**config.mk**
```make
export PLATFORM = sky130hd
export DESIGN_NAME = serial_subtractor
export DESIGN_NICKNAME = d
export VERILOG_FILES = /design/src/rtl/serial_subtractor.sv
export SDC_FILE = /design/constraint.sdc
export NUM_CORES = 1
export LEC_CHECK = 0
export ABC_CLOCK_PERIOD_IN_PS = 1400
export CAP_MARGIN = 30
export CORE_ASPECT_RATIO = 0.7
export CORE_UTILIZATION = 50
export DETAILED_ROUTE_END_ITERATION = 10
export PLACE_DENSITY = 0.87
export SETUP_SLACK_MARGIN = 0.02
export SLEW_MARGIN = 15
export SYNTH_ARGS = -nofsm -noshare
export SYNTH_HDL_FRONTEND = slang
export SYNTH_SLANG_ARGS = --single-unit
```
**constraint.sdc**
```tcl
create_clock -name clk -period 1.4 [get_ports clk]
set_input_delay 0.28 -clock clk [delete_from_list [all_inputs] [get_ports clk]]
set_output_delay 0.28 -clock clk [all_outputs]
set_load 0.01 [all_outputs]
```
**src/rtl/serial_subtractor.sv**
```systemverilog
// Bit-serial subtractor: computes a - b - bin LSB first, one bit per cycle.
// Ports: clk, rst (sync, high), start/a/b/bin in; busy, done, diff, bout out.
module serial_subtractor #(
  parameter int WIDTH = 8
) (
  input  logic             clk,
  input  logic             rst,
  input  logic             start,
  input  logic [WIDTH-1:0] a,
  input  logic [WIDTH-1:0] b,
  input  logic             bin,
  output logic             busy,
  output logic             done,
  output logic [WIDTH-1:0] diff,
  output logic             bout
);

  typedef enum logic [1:0] {
    IDLE,
    RUN,
    DONE
  } state_t;

  localparam int CW = (WIDTH > 1) ? $clog2(WIDTH) : 1;
  localparam logic [CW-1:0] LAST = CW'(WIDTH - 1);

  state_t           state;
  state_t           state_nx;
  logic [WIDTH-1:0] a_sh;
  logic [WIDTH-1:0] b_sh;
  logic [WIDTH-1:0] res;
  logic [WIDTH-1:0] res_nx;
  logic             br;
  logic             br_nx;
  logic             d;
  logic [CW-1:0]    cnt;
  logic             last;

  always_comb begin
    d      = a_sh[0] ^ b_sh[0] ^ br;
    br_nx  = (~a_sh[0] & b_sh[0])
           | (~(a_sh[0] ^ b_sh[0]) & br);
    // Result fills from the MSB end so the
    // final bit lands it fully aligned.
    res_nx = res >> 1;
    res_nx[WIDTH-1] = d;
    last   = (cnt == LAST);
  end

  always_comb begin
    state_nx = state;
    unique case (state)
      IDLE: if (start) state_nx = RUN;
      RUN:  if (last) state_nx = DONE;
      DONE: state_nx = IDLE;
      default: state_nx = IDLE;
    endcase
  end

  always_ff @(posedge clk) begin
    if (rst) begin
      state <= IDLE;
      a_sh  <= '0;
      b_sh  <= '0;
      res   <= '0;
      br    <= 1'b0;
      cnt   <= '0;
      diff  <= '0;
      bout  <= 1'b0;
    end else begin
      state <= state_nx;
      unique case (state)
        IDLE: begin
          if (start) begin
            a_sh <= a;
            b_sh <= b;
            br   <= bin;
            res  <= '0;
            cnt  <= '0;
          end
        end
        RUN: begin
          a_sh <= a_sh >> 1;
          b_sh <= b_sh >> 1;
          br   <= br_nx;
          res  <= res_nx;
          cnt  <= cnt + CW'(1);
          if (last) begin
            diff <= res_nx;
            bout <= br_nx;
          end
        end
        default: ;
      endcase
    end
  end

  assign busy = (state != IDLE);
  assign done = (state == DONE);

endmodule

```
==> impl_summary.md <==
Power
In this run the power density over the cells is about 1200 nW/um^2. The completed layout was analyzed and its total power is roughly 2600 uW. The share of total power dissipated in combinational logic is 12.6%. The cell-internal power is about 2100 uW. For this design the total switching power over the nets is 572 uW. The static leakage is between 0.0008 and 0.0009 uW. Of the total power, the clock network draws 43.3%. The sequential share of power is 44.0%.

Of the total power, the share spent switching nets is 21.6%. The worst-case IR drop observed on VDD is roughly 660 uV.

Global route
Global routing consumed, on the met3 layer, about 6.1% of the routing resources. The wire length of the first global-routing pass is 5950 um. The number of antenna violations at the first check in global routing is 0. The met1 routing resource usage after global routing is between 20% and 30%. For this run, global-route usage on met2 was measured as roughly 39%. The remaining global-route overflow is 0. The total global-route track usage is 22.4%. The largest net degree at the start of global routing is 39.

After global routing, the most crowded layer is met2. The number of global-route vias before repair is ~1.3k.

Drt
The first-pass iteration count of the detailed router is 4. After detailed routing, the average wire length per cell comes to around 15 um. The aggregate routed wire length is about 3700 um. The remaining antenna violation count after routing is 0.

The first routing iteration left 41 violations. The remaining routing DRC violations is 0. The routed layout has between 1k and 1.5k vias. Using the TritonRoute via totals, the vias-per-cell ratio works out to 5.44.

Clocking
The H-tree was split into 2 levels. The clock input transition at the sequential cells of the worst setup and hold paths is 0.07 ns. The source-to-sink clock delay at the later pin of the worst-skew pair is slightly below 0.3 ns. The number of clock buffers added by TritonCTS is 5. The CTS tree is yes. Clock tree synthesis found a total of 38 sinks. The tree is rooted in a clkbuf_8. The clock passes through at most 2 buffers.

Die
The die is approximately 50 um tall. After floorplanning, the core was divided into 16 placement rows. The placeable core region is approximately 3000 sq um. The I/O pin total is 31.

The die area is around 3500 sq um. The die is roughly 70 um wide. Once the floorplan was initialized, standard cells occupied roughly 55% of the core.

STA
For the finished layout, the period the worst path requires is roughly 1.4 ns. The worst setup margin is 0.0388 ns. For this run, the top clock speed supported by timing is around 0.73 GHz. Setup repair after global routing could not meet its margin everywhere. The ratio of final minimum period to clock period is a little over nine tenths. The worst pin sits at a relative slew slack of between 80% and 90%. The transition time at the pin with the least slew margin is ~0.27 ns. The final hold violation count is 0.

On the final layout, the worst clock skew is around 0.008 ns. Setup violations remaining at the end of the flow were counted as 0. The final number of max-transition violations was 0.

Synthesis
In the synthesized netlist the dominant register cell turns out to be dfxtp_1. By instance count, the leading cell after synthesis is dfxtp_1. The library cell with the largest summed area after synthesis is dfxtp_1. In the synthesized netlist the async set-or-reset flop fraction comes to 0%. The number of synthesized flops with an enable pin is 0. The number of library cell types mapped by synthesis is 26. In the synthesized netlist, the cells that appear most often are 38 x dfxtp_1, 29 x nor2_1, 16 x nand2_1.

The post-synthesis instance area is about 1600 sq um. Dividing the synthesized area by the synthesized cell count gives roughly 10 sq um. The number of synthesis warnings is 0. The share of Yosys cell area claimed by the top area cell type is 47.1%. The count of mapped cells out of synthesis is 162. The synthesized design contains 38 register bits.

The total nets after synthesis is 185. Yosys attributes the largest share of cell area to dfxtp_1 47%, mux2i_1 9.3%, a211oi_2 7.7%. Of the synthesized area, sequential elements account for roughly 47%.

Outcome
The run finished with clean final reports.

Worst setup path
The master of the slowest instance on the critical path is dfxtp_2. The highest net fanout along the worst path is 8. The setup path with the least slack is of type reg2reg.

The delay contributed by the slowest stage of the critical path is around 0.34 ns. The endpoint class of the critical path is a flop. The critical path's top delay family is adder cells. The sort of element at the start of the critical path is a flop. Walking the worst path, the cells encountered are ha_1, ha_2, and3b_2, buf_6, nand2_1, a21oi_1. The data required time of the critical path is 1.57 ns. STA puts the critical path data arrival time at about 1.5 ns. The number of buffers and inverters on the critical path is 1.

Layout
The final net count is ~230. The proportion of layout cells with a drive suffix above 1 is about a quarter. The number of antenna diodes in the final layout is 0. The area added between synthesis and finish is 35.0%.

After routing the design area is between 2000 and 2500 sq um. The share of the core filled with cells in the final layout is roughly three quarters. The final non-filler cell total is approximately 240.

Placed design
The global placer's final weighted congestion is 0.742. The worst slack at placement is -0.149 ns. The area after detailed placement is between 2000 and 2500 sq um.

The count of input and output buffers is 30. The half-perimeter wire length after placement is between 2000 and 2500 um. The number of placed cells counting well taps is 230.

Run
Max-cap violations in this run came to 0.

Min path
The class of the tightest hold or removal check is reg2reg.
layout make-up:
class | instances | area, sq um
Clock buffer | 6 | 82.6
Clock inverter | 2 | 60.1
Fill cell | 195 | 741
Inverter | 3 | 11.3
Multi-Input combinational cell | 109 | 777
Sequential cell | 38 | 766
Tap cell | 36 | 45.0
Timing Repair Buffer | 45 | 440
state kept, by name, summed over array words and instances, names as in the netlist:
signal  cells
diff        8
cnt         3
a_sh        8
res         7
b_sh        8
br          1
state       2
bout        1
power by group through the flow:
stage	registers (uW)	clock network, uW	logic (uW)
2_1_floorplan	1180	0	209
3_3_place_gp	1180	0	310
3_5_place_dp	1190	0	324
4_1_cts	1160	1160	325
5_1_grt	1170	1210	361
6_report	1160	1150	334
path summary, 6_finish.rpt:
kind | endpoint | cells after the start | start | slack (ns)
setup / recovery | diff[1] | 6 | cnt[0] | 0.04
hold / removal | cnt[0] | 1 | cnt[0] | 0.46
setup reg to reg | diff[1] | 6 | cnt[0] | 0.04
hold reg to reg | cnt[0] | 1 | cnt[0] | 0.46
metrics by stage:
step,TNS [ns],hold WS (ns)
6_report,0,0.458
5_1_grt,-0.00144,0.468
4_1_cts,0,0.456
3_5_place_dp,-1.85,0.448
3_3_place_gp,-0.977,0.444
2_1_floorplan,0,0.428
cells by family after synthesis:
kind of cell | Yosys count | synth area share (%)
multiplexers | 15 | 9.29
AND/OR/NAND/NOR | 53 | 13.9
AO/OA/AOI/OAI | 38 | 20.5
buffers and inverters | 15 | 6.42
adder cells (fa/ha/maj) | 3 | 2.79
flip-flops | 38 | 47.1
cell usage in the layout (no fill, tap or decap), drive strengths merged, types with 2 or more instances in the layout:
| master | n |
|---|---|
| mux2i | 15 |
| buf | 17 |
| clkdlybuf4s50 | 19 |
| inv | 3 |
| nor2 | 29 |
| nor3b | 2 |
| a21oi | 8 |
| ha | 2 |
| clkbuf | 6 |
| dfxtp | 38 |
| bufinv | 2 |
| nand2 | 16 |
| dlygate4sd2 | 9 |
| a211oi | 16 |
| a22oi | 11 |
what timing repair did:
item,CTS,global route
setup endpoints to repair,11,19
resized for setup,17,15
cloned,0,0
pin swaps,0,1
buffers inserted,0,1
hold buffers,0,0
routing by layer:
layer / vias to the layer above / share of wire [%]
li1: 648 / -
met1: 617 / 45
met2: 29 / 49
met3: 7 / 3.9
met4: 0 / 2.5
met5: - / 0
worst register-to-register path, stage by stage, from the launching register on:
cell and delay, ns:
dfxtp_2 0.34, ha_1 0.20, ha_2 0.18, and3b_2 0.24
buf_6 0.15, nand2_1 0.09, a21oi_1 0.06
No activity file was read; power rests on OpenSTA's default activity.
